$ cat src/rtl/mul_apx_pipe.sv
// rtl/mul_apx_pipe.sv - pipelined signed multiplier with exact/approximate mode select (optional MUL_APX_BIAS_COMP_EN)
module mul_apx_pipe #(
  parameter int WIDTH  = 8,
  parameter int TRUNC  = 2,
  parameter int STAGES = 2,
  parameter int CNT_W  = 16
) (
  input  logic                 clk,
  input  logic                 rst_n,
  input  logic                 in_valid,
  output logic                 in_ready,
  input  logic [WIDTH-1:0]     in_a,
  input  logic [WIDTH-1:0]     in_b,
  input  logic                 in_exact,
  output logic                 out_valid,
  input  logic                 out_ready,
  output logic [2*WIDTH-1:0]   out_p,
  output logic                 out_exact,
  output logic [CNT_W-1:0]     out_cnt
);

  localparam int PW = 2 * WIDTH;
  localparam int H  = WIDTH / 2;

  // Clearing the low TRUNC bits of a two's complement value rounds toward -inf.
  localparam logic [WIDTH-1:0] TMASK = {WIDTH{1'b1}} << TRUNC;

`ifdef MUL_APX_BIAS_COMP_EN
  localparam int BSH = (TRUNC >= 1) ? (2 * TRUNC - 2) : 0;
  localparam logic [PW-1:0] BIAS = (TRUNC >= 1) ? (PW'(1) << BSH) : '0;
`else
  localparam logic [PW-1:0] BIAS = '0;
`endif

  logic [WIDTH-1:0] a_t, b_t;
  logic [PW-1:0]    a_ext, lo_ext, hi_ext, bias_sel, pp_lo, pp_hi;

  // Per-stage state: valid, mode bit, and two partial sums. Only stage 0 ever
  // holds a nonzero high partial sum; stage 1 folds the two together.
  logic [STAGES-1:0] v;
  logic [STAGES-1:0] s_ex;
  logic [PW-1:0]     s_lo [STAGES];
  logic [PW-1:0]     s_hi [STAGES];

  logic [STAGES:0]   go;
  logic [STAGES-1:0] adv;
  logic [STAGES-1:0] ld;
  logic [CNT_W-1:0]  cnt;

  // Operand conditioning and split partial products (A*B = A*B_lo + (A*B_hi)<<H).
  always_comb begin
    a_t      = in_exact ? in_a : (in_a & TMASK);
    b_t      = in_exact ? in_b : (in_b & TMASK);
    a_ext    = {{WIDTH{a_t[WIDTH-1]}}, a_t};
    lo_ext   = {{(PW-H){1'b0}}, b_t[H-1:0]};
    hi_ext   = {{(WIDTH+H){b_t[WIDTH-1]}}, b_t[WIDTH-1:H]};
    bias_sel = in_exact ? '0 : BIAS;
    pp_lo    = (a_ext * lo_ext) + bias_sel;
    pp_hi    = (a_ext * hi_ext) << H;
  end

  // Elastic handshake: a stage can take data if empty or draining this cycle.
  always_comb begin
    go         = '0;
    adv        = '0;
    ld         = '0;
    go[STAGES] = out_ready;
    for (int i = STAGES - 1; i >= 0; i--) begin
      adv[i] = v[i] && go[i+1];
      go[i]  = !v[i] || go[i+1];
    end
    ld[0] = in_valid && rst_n && go[0];
    for (int i = 1; i < STAGES; i++) begin
      ld[i] = adv[i-1];
    end
  end

  assign in_ready  = rst_n && go[0];
  assign out_valid = v[STAGES-1];
  assign out_p     = s_lo[STAGES-1];
  assign out_exact = s_ex[STAGES-1];
  assign out_cnt   = cnt;

  // Stage registers: valid bits track occupancy, payload moves only on load.
  always_ff @(posedge clk or negedge rst_n) begin
    if (!rst_n) begin
      v    <= '0;
      s_ex <= '0;
      for (int i = 0; i < STAGES; i++) begin
        s_lo[i] <= '0;
        s_hi[i] <= '0;
      end
    end else begin
      for (int i = 0; i < STAGES; i++) begin
        if (ld[i]) begin
          v[i] <= 1'b1;
        end else if (adv[i]) begin
          v[i] <= 1'b0;
        end
      end
      if (ld[0]) begin
        s_ex[0] <= in_exact;
        if (STAGES == 1) begin
          s_lo[0] <= pp_lo + pp_hi;
          s_hi[0] <= '0;
        end else begin
          s_lo[0] <= pp_lo;
          s_hi[0] <= pp_hi;
        end
      end
      for (int i = 1; i < STAGES; i++) begin
        if (ld[i]) begin
          s_lo[i] <= s_lo[i-1] + s_hi[i-1];
          s_hi[i] <= '0;
          s_ex[i] <= s_ex[i-1];
        end
      end
    end
  end

  // Completed-transfer counter, wraps naturally at 2^CNT_W.
  always_ff @(posedge clk or negedge rst_n) begin
    if (!rst_n) begin
      cnt <= '0;
    end else if (out_valid && out_ready) begin
      cnt <= cnt + CNT_W'(1);
    end
  end

endmodule
$ cat config.mk
export PLATFORM = sky130hd
export DESIGN_NAME = mul_apx_pipe
export DESIGN_NICKNAME = d
export VERILOG_FILES = /design/src/rtl/mul_apx_pipe.sv
export SDC_FILE = /design/constraint.sdc
export NUM_CORES = 1
export LEC_CHECK = 0
export ABC_AREA = 1
export BUFFER_PORTS_ARGS = -buffer_cell sky130_fd_sc_hd__buf_2
export CAP_MARGIN = 20
export CORE_AREA = 3 3 163 165
export CTS_BUF_LIST = sky130_fd_sc_hd__clkbuf_16
export DETAILED_ROUTE_END_ITERATION = 7
export DIE_AREA = 0 0 166 168
export PLACE_DENSITY = 0.4
export SETUP_SLACK_MARGIN = 0.05
export SKIP_LAST_GASP = 1
export SLEW_MARGIN = 20
export SYNTH_ARGS = -nofsm -noshare
export SYNTH_HDL_FRONTEND = slang
export SYNTH_SLANG_ARGS = --single-unit
$ cat constraint.sdc
create_clock -name clk -period 1.8 [get_ports clk]
set_clock_uncertainty 0.15 [all_clocks]
set_input_delay 0.18 -clock clk [delete_from_list [all_inputs] [get_ports clk]]
set_output_delay 0.18 -clock clk [all_outputs]
set_load 0.01 [all_outputs]
; ---- Word level (Yosys, flattened, before mapping)
; Cells that the tools add are included.
[totals]
regBits = 64
out_inout_bits = 35
word_cells = 29
[op_classes]
addsub = 2
n_mul = 2
mux = 6
n_reduce_logical = 11
[op_table]
columns = operator, n
row1 = $add A16 B1 Y16 const B, 1
row2 = $add A16 B16 Y16, 1
row3 = $mul A8 B5 Y13, 1
row4 = $mul A8 B4 Y12, 1
row5 = $logic_and A1 B1 Y1, 5
row6 = $mux W1, 4
row7 = $mux W2, 2
row8 = $reduce_bool A2 Y1, 2
row9 = $logic_not A1 Y1, 2
row10 = $logic_or A1 B1 Y1, 2

; ---- Longest topological paths before layout
; Gate-level depths: netlist (run 1).
[logic_depth]
depth_word = 5
depth_mapped = 19
ltp_nobuf = 19

; ---- Worst setup path before layout (run 1)
; No wires, ideal clock.
[synth_path]
path_kind = input to register
startpoint = input port in_b[6]
endpoint = register s_hi[31] (netlist name)
setup_time_ns = 0.117
arrival_time_ns = 3.169
t_required_ns = 1.533
path_slack_ns = -1.636
stages = 17
path_cell_list = clkbuf_1 > nand2_1 > fa_1 > inv_1 > fa_1 > fa_1 > ha_1 > inv_1 > fa_1 > inv_1 > nand3_1 > nand2_1 > nand2_1 > nand2_1 > nand3_1 > nand3_1 > nand2_1
[synth_between]
elab_chain_cells = 1
[synth_rtl]
columns = element, line
row1 = "start, declared", 13  ; input logic [WIDTH-1:0] in_b,
row2 = $mul A8 B4 Y12, 59  ; pp_hi = (a_ext * hi_ext) << H;
row3 = "end, declared", 43  ; logic [PW-1:0] s_hi [STAGES];
; No other way between the ends.
; A chain may end at the register's enable or synchronous reset.

; ---- Final worst setup path (run 1)
[layout_path]
startpoint = input port in_exact
endpoint = register s_hi[31] (netlist name)
[layout_between]
elab_chain_cells = 2
[layout_rtl]
columns = element, line
row1 = "start, declared", 14  ; input logic in_exact,
row2 = $mux W2, 52  ; a_t = in_exact ? in_a : (in_a & TMASK);
row3 = $mul A8 B4 Y12, 59
; No other way between the ends.

==> impl_metrics.sql, run 1 <==
INSERT INTO impl_metrics (metric_group, metric, value, unit) VALUES
('placement', 'place_area', '7300', 'sq um'),
('sta', 'worst_slack', '-1.21', 'ns'),
('routing', 'finalWirelength', '14900', 'um'),
('sta', 'max_freq', '332', 'MHz'),
('layout', 'n_antenna_cell', '0', ''),
('logic_synthesis', 'synth_area_per_cell', '7.23', 'sq um'),
('sta', 'post-route-period-util', '1.67', ''),
('global_routing', 'global_route.overflow_total', '0', ''),
('clock_network', 'clock-root-buffer', 'sky130_fd_sc_hd__clkbuf_16', ''),
('floorplanning', 'io_pins', '56', ''),
('routing', 'route.antenna.remaining_nets', '0', ''),
('logic_synthesis', 'yosysSeqAreaShare', '0.264', ''),
('run_status', 'outcome', 'finished, violations left', ''),
('pwr', 'cellLeakagePower', '0.00448', 'uW'),
('clock_network', 'clk_transition_reported_paths', '0.05', 'ns'),
('logic_synthesis', 'cell_type_with_the_highest_aggregate_area_in_the_netlist', 'sky130_fd_sc_hd__dfrtp_1', ''),
('setup_path', 'end_kind', 'flop', ''),
('setup_path', 'crit_path_max_incr_delay', '0.60', 'ns'),
('global_routing', 'track_usage', '0.108', ''),
('setup_path', 'critical_path.startpoint_type', 'input pin', ''),
('pwr', 'ir_worst_vdd', '333', 'uV'),
('setup_path', 'criticalPathCategory', 'in -> reg', ''),
('global_routing', 'grt_pass1_wl', '25000', 'um'),
('floorplanning', 'floorplan.initialDensity', '0.230', ''),
('sta', 'layout_min_cycle_time', '3.01', 'ns'),
('logic_synthesis', 'async_flop_share', '1.00', ''),
('clock_network', 'cts-root-to-sink-buffers', '2', ''),
('layout', 'most-common-layout-cells', 'sky130_fd_sc_hd__nand2_1, sky130_fd_sc_hd__inv_1, sky130_fd_sc_hd__buf_4', ''),
('setup_path', 'reg2reg_slack', '-0.09', 'ns'),
('routing', 'drt_first_iter_violations', '194', ''),
('global_routing', 'antenna_found_initial', '0', ''),
('setup_path', 'critical_path_arrival', '3.07', 'ns'),
('clock_network', 'cts_inserted_buffers', '9', ''),
('global_routing', 'grt_max_degree', '62', ''),
('run_status', 'failed_checks', 'setup timing', ''),
('sta', 'drv_slew', '0', ''),
('setup_path', 'path_cells', 'buf_12, nand2_8, nand2_4, fa_1, inv_2, fa_1, fa_2, ha_4, inv_2, fa_2, inv_2, nand3_2, nand2_2, nand2_1, nand2_1, nand3_1, nand3_1, nand2_1', ''),
('routing', 'wl_per_cell', '11.7', 'um'),
('logic_synthesis', 'mappedNetlistArea', '5780', 'sq um'),
('placement', 'io_buffer_count', '55', ''),
('sta', 'report.final.setup_viol', '22', ''),
('clock_network', 'worst_skew_pair.late_latency', '0.32', 'ns'),
('sta', 'unrepaired_setup_endpoints_after_global_routing', 'true', ''),
('sta', 'worst-slew-pin-transition', '0.793', 'ns'),
('pwr', 'p_per_area', '978', 'nW/um^2'),
('logic_synthesis', 'synth_top_flop_cell', 'sky130_fd_sc_hd__dfrtp_1', ''),
('floorplanning', 'core', '25200', 'sq um'),
('layout', 'final_layout_size_suffix_gt1_frac', '0.321', ''),
('layout', 'final_common_cell', 'sky130_fd_sc_hd__nand2_1', ''),
('floorplanning', 'floorplan.die.width', '166', 'um'),
('floorplanning', 'floorplan.die.height', '168', 'um'),
('routing', 'drt-vias-per-instance', '3.94', ''),
('logic_synthesis', 'post_synth_inst_count', '799', ''),
('setup_path', 'crit_path_top_delay_cell', 'sky130_fd_sc_hd__fa_2', ''),
('logic_synthesis', 'ys.warnings.count', '0', ''),
('hold_path', 'hold_path_class', 'in -> reg', ''),
('routing', 'route.detailed.drc', '0', ''),
('sta', 'hold_viol', '0', ''),
('placement', 'gp_congestion', '0.758', ''),
('setup_path', 'critical_path.max_fanout', '3', ''),
('floorplanning', 'full_die_area', '27900', 'sq um'),
('logic_synthesis', 'synth.net_count', '911', ''),
('logic_synthesis', 'synth_largest_type_area_fraction', '0.264', ''),
('run', 'drv.max_cap_violation_count', '0', ''),
('clock_network', 'cts-htree-levels', '3', ''),
('global_routing', 'vias_in_the_first_global_route', '4990', ''),
('logic_synthesis', 'synth_edf_count', '0', ''),
('sta', 'setup_total_negative_slack', '-16.97', 'ns'),
('layout', 'final.fill_count', '2673', ''),
('routing', 'firstDrtPassIters', '4', ''),
('clock_network', 'cts_tree', 'built', '');
==> report_power, final <==
part	internal [uW]	total (uW)	switching, uW
clock	1190	1770	578
combinational	2020	4280	2260
sequential	1750	2070	317
total	4960	8110	3160
==> synth_stat cells (2+ instances only) <==
cell type and number:
sky130_fd_sc_hd__nand2_1 271, sky130_fd_sc_hd__inv_1 152, sky130_fd_sc_hd__dfrtp_1 61, sky130_fd_sc_hd__ha_1 56
sky130_fd_sc_hd__nor2_1 52, sky130_fd_sc_hd__nand3_1 47, sky130_fd_sc_hd__fa_1 35, sky130_fd_sc_hd__o21ai_0 26
sky130_fd_sc_hd__buf_4 17, sky130_fd_sc_hd__a21oi_1 16, sky130_fd_sc_hd__xor2_1 13, sky130_fd_sc_hd__xnor2_1 10
sky130_fd_sc_hd__nand4_1 9, sky130_fd_sc_hd__buf_2 6, sky130_fd_sc_hd__clkbuf_1 4, sky130_fd_sc_hd__nand3b_1 4
sky130_fd_sc_hd__nor3_1 4, sky130_fd_sc_hd__a31oi_1 2, sky130_fd_sc_hd__nor3_4 2, sky130_fd_sc_hd__or2_2 2
==> state kept, by name, indices dropped and copies added, names as in the netlist <==
| signal | cells |
|---|---|
| out_cnt | 16 |
| out_p | 16 |
| s_ex | 2 |
| s_hi | 12 |
| s_lo | 13 |
| v | 2 |
==> area by class of cell <==
| type | instances | area [sq um] | area share |
|---|---|---|---|
| sequential | 61 | 1530 | 0.184 |
| multi-input combinational | 556 | 4320 | 0.521 |
| clock buffer | 9 | 225 | 0.0271 |
| inverter | 154 | 584 | 0.0704 |
| clock inverter | 6 | 80.1 | 0.00965 |
| timing repair buffer | 154 | 1150 | 0.138 |
| tap | 330 | 413 | 0.0498 |
==> metal layers <==
layer | vias up | wire length [um] | global-route usage
met1 | 2231 | 7840 | 0.158
met2 | 61 | 6580 | 0.170
met5 | - | 0 | 0
li1 | 2705 | - | -
met3 | 5 | 349 | 0.0148
met4 | 0 | 85 | 0.0217
==> kinds of logic after synthesis <==
group	share of synthesized area
simple gates	0.284
fa+ha+maj	0.242
buf+inv	0.131
xor+xnor	0.0348
flops	0.264
compound gates	0.0437
==> timing repair <==
action	4_1_cts	5_1_grt
hold buffers	3	0
setup buffers	7	11
resized for setup	52	79
pin swaps	37	44
hold endpoints to repair	62	0
setup endpoints to repair	26	31
==> path summary, 6_finish.rpt <==
check / startpoint / depth (start not counted) / end
hold reg to reg: out_p[12] / 2 / out_p[12]
hold / removal: out_ready / 4 / v[1]
setup reg to reg: s_hi[20] / 11 / out_p[10]
max in group asynchronous: rst_n / 3 / s_lo[30]
min in group asynchronous: rst_n / 3 / out_p[1]
setup / recovery: in_exact / 18 / s_hi[31]
==> worst max-delay path: cells and delay by family <==
family	cells	cell delay, ns
adder cells (fa/ha/maj)	5	2.10
AND/OR/NAND/NOR	9	0.55
buffers and inverters	4	0.25
==> per-stage QoR <==
step           hold slack [ns]  instances  utilization  total power (uW)  setup slack, ns
5_1_grt                 0.0736       1270        0.329              8870            -1.39
3_5_place_dp             0.297       1238        0.290              5640            -1.67
3_3_place_gp             0.295       1238        0.290              5650            -1.66
2_1_floorplan           -0.266        799            -              4600            -1.39
6_report                0.0552       1270        0.329              8110            -1.21
4_1_cts                 0.0440       1263        0.314              7720            -1.22
(Power assumes the default switching activity.)
==> run 2, diff against run 1 <==
--- a/config.mk
+++ b/config.mk
@@ -7,9 +7,9 @@
 export LEC_CHECK = 0
 export ABC_AREA = 1
 export BUFFER_PORTS_ARGS = -buffer_cell sky130_fd_sc_hd__buf_2
-export CAP_MARGIN = 20
+export CAP_MARGIN = 25
 export CORE_AREA = 3 3 163 165
-export CTS_BUF_LIST = sky130_fd_sc_hd__clkbuf_16
+export CTS_BUF_LIST = sky130_fd_sc_hd__clkbuf_4 sky130_fd_sc_hd__clkbuf_8
 export DETAILED_ROUTE_END_ITERATION = 7
 export DIE_AREA = 0 0 166 168
 export PLACE_DENSITY = 0.4
==> run 2 against run 1 <==
Net effect: the flow still finishes with violations (setup timing); first-iteration DRC count increased by 9.3%; sequential share of layout area rose by 0.14 points; routed wire length barely moved; critical path type unchanged; largest cell class unchanged; largest power group unchanged.
==> impl_metrics.sql, run 2 (synthesis results as in run 1) <==
INSERT INTO impl_metrics (metric_group, metric, value, unit) VALUES
('routing', 'drt_first_iter_violations', '212', ''),
('routing', 'route.detailed.drc', '0', ''),
('clock_network', 'worst_skew_pair.late_latency', '0.33', 'ns'),
('routing', 'wl_met2', '6560', 'um'),
('setup_path', 'path_cells', 'buf_12, nand2_8, nand2_4, fa_1, inv_2, fa_1, fa_2, ha_4, inv_2, fa_2, inv_2, nand3_2, nand2_2, nand2_1, nand2_1, nand3_1, nand3_1, nand2_1', ''),
('floorplanning', 'row_count', '58', ''),
('setup_path', 'crit_path_max_incr_delay', '0.60', 'ns'),
('routing', 'wl_per_cell', '11.7', 'um'),
('pwr', 'p_int', '4650', 'uW'),
('layout', 'final_nets', '1049', ''),
('sta', 'worst_slack', '-1.20', 'ns'),
('layout', 'final.fill_count', '2684', ''),
('setup_path', 'critical_path.startpoint_type', 'input pin', ''),
('clock_network', 'cts-htree-levels', '3', ''),
('layout', 'most-common-layout-cells', 'sky130_fd_sc_hd__nand2_1, sky130_fd_sc_hd__inv_1, sky130_fd_sc_hd__buf_4', ''),
('clock_network', 'cts_inserted_buffers', '9', ''),
('setup_path', 'path_buf_inv', '4', ''),
('routing', 'wl_met3', '393', 'um'),
('clock_network', 'cts_tree', 'built', ''),
('run_status', 'failed_checks', 'setup timing', ''),
('placement', 'place_area', '7300', 'sq um'),
('sta', 'max_freq', '334', 'MHz'),
('routing', 'firstDrtPassIters', '4', ''),
('global_routing', 'global_route.overflow_total', '0', ''),
('pwr', 'net_switching_fraction_of_the_power', '0.401', ''),
('hold_path', 'hold_path_class', 'in -> reg', ''),
('setup_path', 'critical_path_required', '1.88', 'ns'),
('setup_path', 'end_kind', 'flop', ''),
('routing', 'finalWirelength', '14900', 'um'),
('setup_path', 'criticalPathCategory', 'in -> reg', ''),
('sta', 'drv_slew', '0', ''),
('floorplanning', 'floorplan.initialDensity', '0.230', ''),
('pwr', 'power.switching', '3120', 'uW'),
('layout', 'n_antenna_cell', '0', ''),
('sta', 'hold_ws', '0.0421', 'ns'),
('global_routing', 'grt_max_degree', '62', ''),
('pwr', 'clockPowerShare', '0.179', ''),
('setup_path', 'critical_path_arrival', '3.07', 'ns'),
('sta', 'post-route-period-util', '1.67', ''),
('setup_path', 'critical_path.max_fanout', '3', ''),
('floorplanning', 'full_die_area', '27900', 'sq um'),
('routing', 'top_routing_layer_in_use', 'met4', ''),
('global_routing', 'vias_in_the_first_global_route', '4988', ''),
('clock_network', 'clock_sink_count', '61', ''),
('pwr', 'power', '7770', 'uW'),
('sta', 'worst-slew-pin-transition', '0.796', 'ns'),
('sta', 'hold_viol', '0', ''),
('routing', 'via_count', '5011', ''),
('sta', 'unrepaired_setup_endpoints_after_global_routing', 'true', ''),
('pwr', 'cellLeakagePower', '0.00445', 'uW'),
('run', 'drv.max_cap_violation_count', '0', ''),
('pwr', 'ir_worst_vdd', '297', 'uV'),
('global_routing', 'track_usage', '0.107', ''),
('placement', 'detailed_place_hpwl', '12000', 'um'),
('clock_network', 'cts-root-to-sink-buffers', '2', ''),
('sta', 'setup_total_negative_slack', '-16.69', 'ns'),
('layout', 'final_common_cell', 'sky130_fd_sc_hd__nand2_1', ''),
('layout', 'final_layout_size_suffix_gt1_frac', '0.327', ''),
('layout', 'area_overhead_vs_synth', '42.4', '%'),
('sta', 'layout_min_cycle_time', '3.00', 'ns'),
('placement', 'gp_congestion', '0.758', ''),
('floorplanning', 'floorplan.die.height', '168', 'um'),
('routing', 'detail_route.wirelength.met1', '7850', 'um'),
('pwr', 'sequentialPowerShare', '0.266', ''),
('placement', 'placement.setup.worst_slack', '-1.67', 'ns'),
('sta', 'report.final.setup_viol', '22', ''),
('global_routing', 'antenna_found_initial', '0', ''),
('floorplanning', 'core', '25200', 'sq um'),
('setup_path', 'crit_path_top_delay_cell', 'sky130_fd_sc_hd__fa_2', ''),
('pwr', 'share_comb_of_total_power', '0.555', ''),
('clock_network', 'clk_transition_reported_paths', '0.07', 'ns'),
('floorplanning', 'floorplan.die.width', '166', 'um'),
('global_routing', 'grt_pass1_wl', '24900', 'um'),
('sta', 'slew-limit-headroom', '0.469', ''),
('layout', 'final_cell_area', '8230', 'sq um'),
('placement', 'io_buffer_count', '55', ''),
('pwr', 'p_per_area', '943', 'nW/um^2'),
('clock_network', 'clock-root-buffer', 'sky130_fd_sc_hd__clkbuf_8', ''),
('setup_path', 'path_delay_family', 'adder cells', ''),
('routing', 'route.antenna.remaining_nets', '0', ''),
('floorplanning', 'io_pins', '56', ''),
('run_status', 'outcome', 'finished, violations left', ''),
('routing', 'drt-vias-per-instance', '3.94', '');
-- run 2: changes by cell type in the layout (fill, tap and decap cells not counted), sizes merged --
cell,delta
buf,+1
clkbuf,+3
inv,-1
clkinv,-2
-- run 2: worst paths after layout --
path / startpoint / end / slack, ns / depth (start not counted)
max: in_exact / s_hi[31] / -1.20 / 18
min: out_ready / v[1] / 0.04 / 4
max reg2reg: s_hi[20] / out_p[10] / -0.08 / 11
min reg2reg: out_p[12] / out_p[12] / 0.32 / 2
max in group asynchronous: rst_n / s_lo[30] / 0.43 / 3
min in group asynchronous: rst_n / out_p[1] / 0.51 / 3
-- run 2: what timing repair did --
action	in CTS	in global routing
buffers inserted	7	12
resized for setup	54	79
hold buffers	3	0
endpoints found under the hold margin	62	0
pin swaps	37	43
endpoints found under the setup margin	26	31
-- run 2: power groups by stage --
| stage | clock network (uW) | registers, uW | logic [uW] |
|---|---|---|---|
| floorplan | 0 | 1990 | 2610 |
| global placement | 0 | 2040 | 3610 |
| detailed placement | 0 | 2040 | 3610 |
| CTS | 1450 | 2030 | 3860 |
| global route | 1500 | 2120 | 4890 |
| finish | 1390 | 2060 | 4310 |
-- run 2: per-layer routing --
layer,GRT usage,vias to the layer above
met5,0,-
met4,0.0174,0
met3,0.0141,5
met2,0.170,69
met1,0.157,2238
li1,-,2699
-- run 2: worst min-delay path, delay by kind of cell --
kind                   cells  cell delay [ns]
AND/OR/NAND/NOR            2             0.12
buffers and inverters      2             0.19
-- run 2: cell type report --
type | instances | area [sq um] | share of cell area
Multi-Input combinational cell | 556 | 4330 | 0.526
Sequential cell | 61 | 1530 | 0.186
Timing Repair Buffer | 155 | 1150 | 0.140
Inverter | 154 | 584 | 0.0710
Tap cell | 330 | 413 | 0.0501
Clock buffer | 12 | 159 | 0.0193
Clock inverter | 3 | 68.8 | 0.00836
-- run 2: stage by stage --
stage,util,std cells
2_1_floorplan,-,799
3_3_place_gp,0.290,1238
3_5_place_dp,0.290,1238
4_1_cts,0.311,1263
5_1_grt,0.327,1271
6_report,0.327,1271
==> run 3, diff against run 2 <==
--- a/config.mk
+++ b/config.mk
@@ -13,6 +13,7 @@
 export DETAILED_ROUTE_END_ITERATION = 7
 export DIE_AREA = 0 0 166 168
 export PLACE_DENSITY = 0.4
+export REMOVE_ABC_BUFFERS = 1
 export SETUP_SLACK_MARGIN = 0.05
 export SKIP_LAST_GASP = 1
 export SLEW_MARGIN = 20
==> run 3 against run 2 <==
Net effect: the run still ends with setup timing left; die area did not move; final area rose by 2.6%; total power rose by 1.0%; sequential share of layout area fell by 0.45 points; routed wire length rose by 1.1%; count of clock-buffer cells in the layout did not move; core utilization rose by 0.84 points; fmax fell by 0.39%; sequential power barely moved; first-iteration DRC count fell by 15%; clock power fell by 11%; worst setup slack got worse by 0.012 ns.
==> impl_metrics.sql, run 3 (synthesis results as in run 1) <==
INSERT INTO impl_metrics (metric_group, metric, value, unit) VALUES
('sta', 'worst-slew-pin-transition', '0.782', 'ns'),
('routing', 'drt_first_iter_violations', '180', ''),
('setup_path', 'worst-path-stages', '20', ''),
('routing', 'route.antenna.remaining_nets', '0', ''),
('sta', 'hold_viol', '0', ''),
('sta', 'report.final.setup_viol', '22', ''),
('setup_path', 'critical_path_required', '1.88', 'ns'),
('setup_path', 'criticalPathCategory', 'in -> reg', ''),
('setup_path', 'critical_path_arrival', '3.09', 'ns'),
('routing', 'drt-vias-per-instance', '4.00', ''),
('layout', 'most-common-layout-cells', 'sky130_fd_sc_hd__nand2_1, sky130_fd_sc_hd__inv_1, sky130_fd_sc_hd__buf_4', ''),
('setup_path', 'regToRegEndpoint', 'out_p[10]', ''),
('sta', 'drv_slew', '0', ''),
('floorplanning', 'floorplan.initialDensity', '0.230', ''),
('sta', 'worst_slack', '-1.21', 'ns'),
('layout', 'area_overhead_vs_synth', '46.1', '%'),
('sta', 'layout_min_cycle_time', '3.01', 'ns'),
('setup_path', 'path_cells', 'buf_8, nand2_4, inv_2, nand2_2, fa_1, inv_1, fa_1, fa_1, ha_4, inv_2, fa_2, inv_2, nand3_2, nand2_2, buf_4, nand3_2, nand2_2, nand2_1, nand2_1, o21ai_1', ''),
('setup_path', 'end_kind', 'flop', ''),
('layout', 'final_layout_size_suffix_gt1_frac', '0.370', ''),
('hold_path', 'hold_path_class', 'in -> reg', ''),
('layout', 'final_nets', '1064', ''),
('setup_path', 'crit_end', 's_hi[29]', ''),
('layout', 'final.fill_count', '2718', ''),
('setup_path', 'path_delay_family', 'adder cells', ''),
('pwr', 'cellLeakagePower', '0.00451', 'uW'),
('floorplanning', 'core', '25200', 'sq um'),
('setup_path', 'crit_path_max_incr_delay', '0.55', 'ns'),
('placement', 'gp_congestion', '0.774', ''),
('placement', 'placed_cells_incl_taps', '1233', ''),
('sta', 'max_freq', '332', 'MHz'),
('setup_path', 'worstSetupStartpoint', 'in_exact', ''),
('global_routing', 'vias_in_the_first_global_route', '5156', ''),
('floorplanning', 'floorplan.die.height', '168', 'um'),
('floorplanning', 'full_die_area', '27900', 'sq um'),
('routing', 'via_count', '5147', ''),
('clock_network', 'clk_transition_reported_paths', '0.07', 'ns'),
('clock_network', 'clock-root-buffer', 'sky130_fd_sc_hd__clkbuf_8', ''),
('layout', 'finish.utilization', '0.335', ''),
('routing', 'firstDrtPassIters', '4', ''),
('clock_network', 'clock_sink_count', '61', ''),
('floorplanning', 'io_pins', '56', ''),
('pwr', 'ir_worst_vdd', '338', 'uV'),
('global_routing', 'track_usage', '0.110', ''),
('clock_network', 'worst_skew_pair.late_latency', '0.34', 'ns'),
('clock_network', 'cts_inserted_buffers', '9', ''),
('global_routing', 'global_route.overflow_total', '0', ''),
('sta', 'unrepaired_setup_endpoints_after_global_routing', 'true', ''),
('sta', 'slew-limit-headroom', '0.478', ''),
('run_status', 'outcome', 'finished, violations left', ''),
('clock_network', 'cts-htree-levels', '3', ''),
('routing', 'route.detailed.drc', '0', ''),
('run_status', 'failed_checks', 'setup timing', ''),
('global_routing', 'antenna_found_initial', '0', ''),
('setup_path', 'timing.rr.start', 's_hi[20]', ''),
('layout', 'layout.area.seq', '1530', 'sq um'),
('setup_path', 'critical_path.max_fanout', '3', ''),
('routing', 'wl_per_cell', '11.7', 'um'),
('layout', 'final_common_cell', 'sky130_fd_sc_hd__nand2_1', ''),
('pwr', 'p_per_area', '929', 'nW/um^2'),
('layout', 'layout.cells.non_filler', '1287', ''),
('routing', 'finalWirelength', '15000', 'um'),
('sta', 'setup_total_negative_slack', '-15.89', 'ns'),
('floorplanning', 'row_count', '58', ''),
('sta', 'post-route-period-util', '1.67', ''),
('setup_path', 'ff2ff_path_depth', '11', ''),
('run', 'drv.max_cap_violation_count', '0', ''),
('global_routing', 'grt_pass1_wl', '25600', 'um'),
('setup_path', 'crit_path_top_delay_cell', 'sky130_fd_sc_hd__fa_1', ''),
('setup_path', 'path_buf_inv', '6', ''),
('setup_path', 'reg2reg_slack', '-0.04', 'ns'),
('placement', 'io_buffer_count', '55', ''),
('layout', 'n_antenna_cell', '0', ''),
('clock_network', 'cts-root-to-sink-buffers', '2', ''),
('global_routing', 'grt_max_degree', '62', ''),
('setup_path', 'critical_path.startpoint_type', 'input pin', ''),
('floorplanning', 'floorplan.die.width', '166', 'um'),
('placement', 'detailed_place_hpwl', '11800', 'um'),
('clock_network', 'cts_tree', 'built', ''),
('layout', 'combined_area_of_the_multi_input_logic_cells', '4420', 'sq um');
## run 3: per-stage QoR
step                instance area [sq um]  setup WS [ns]  total power [uW]  hold WS, ns
floorplan                            5600          -1.61              4070       -0.266
global placement                     6870          -1.76              5310        0.278
detailed placement                   6870          -1.76              5300        0.281
CTS                                  8030          -1.13              7400        0.125
global route                         8450          -1.36              8590       0.0867
finish                               8450          -1.21              7850       0.0849
## run 3: area by class of cell
| cell class | instances | area share |
|---|---|---|
| multi-input cells | 556 | 0.523 |
| well taps | 330 | 0.0489 |
| clock inverters | 4 | 0.00563 |
| inverters | 154 | 0.0690 |
| clock buffers | 12 | 0.0181 |
| flip-flops and latches | 61 | 0.181 |
| repair buffers | 170 | 0.155 |
## run 3: tightest hold or removal path, cell delays in order
cell and delay [ns]:
sky130_fd_sc_hd__buf_8 0.09, sky130_fd_sc_hd__buf_4 0.14, sky130_fd_sc_hd__nand2_1 0.08, sky130_fd_sc_hd__nand2_1 0.06
## run 3: how the worst min path moves through the flow
stage | startpoint | to | cells after the start
floorplan | rst_n | out_cnt[0] | 0
global placement | in_valid | v[0] | 3
detailed placement | in_valid | v[0] | 3
CTS | in_exact | s_ex[0] | 5
global route | in_exact | s_ex[0] | 4
finish | in_exact | s_ex[0] | 4
## run 3: routing by layer
| layer | vias to the layer above | part of all wire | GRT usage |
|---|---|---|---|
| met5 | - | 0 | 0 |
| met4 | 0 | 0.011 | 0.0271 |
| met3 | 10 | 0.023 | 0.0136 |
| met2 | 65 | 0.47 | 0.184 |
| met1 | 2340 | 0.50 | 0.150 |
| li1 | 2732 | - | - |
## run 3: what timing repair did
action,4_1_cts,5_1_grt
hold buffers,5,0
pin swaps,75,46
gates resized for setup,182,70
endpoints found under the hold margin,64,0
setup buffers,19,20
setup endpoints to repair,24,32
## run 3: power breakdown
part	total [uW]	switching (uW)	internal (uW)
Clock	1240	540	704
Sequential	2070	319	1750
Combinational	4540	2330	2210
Total	7850	3190	4660
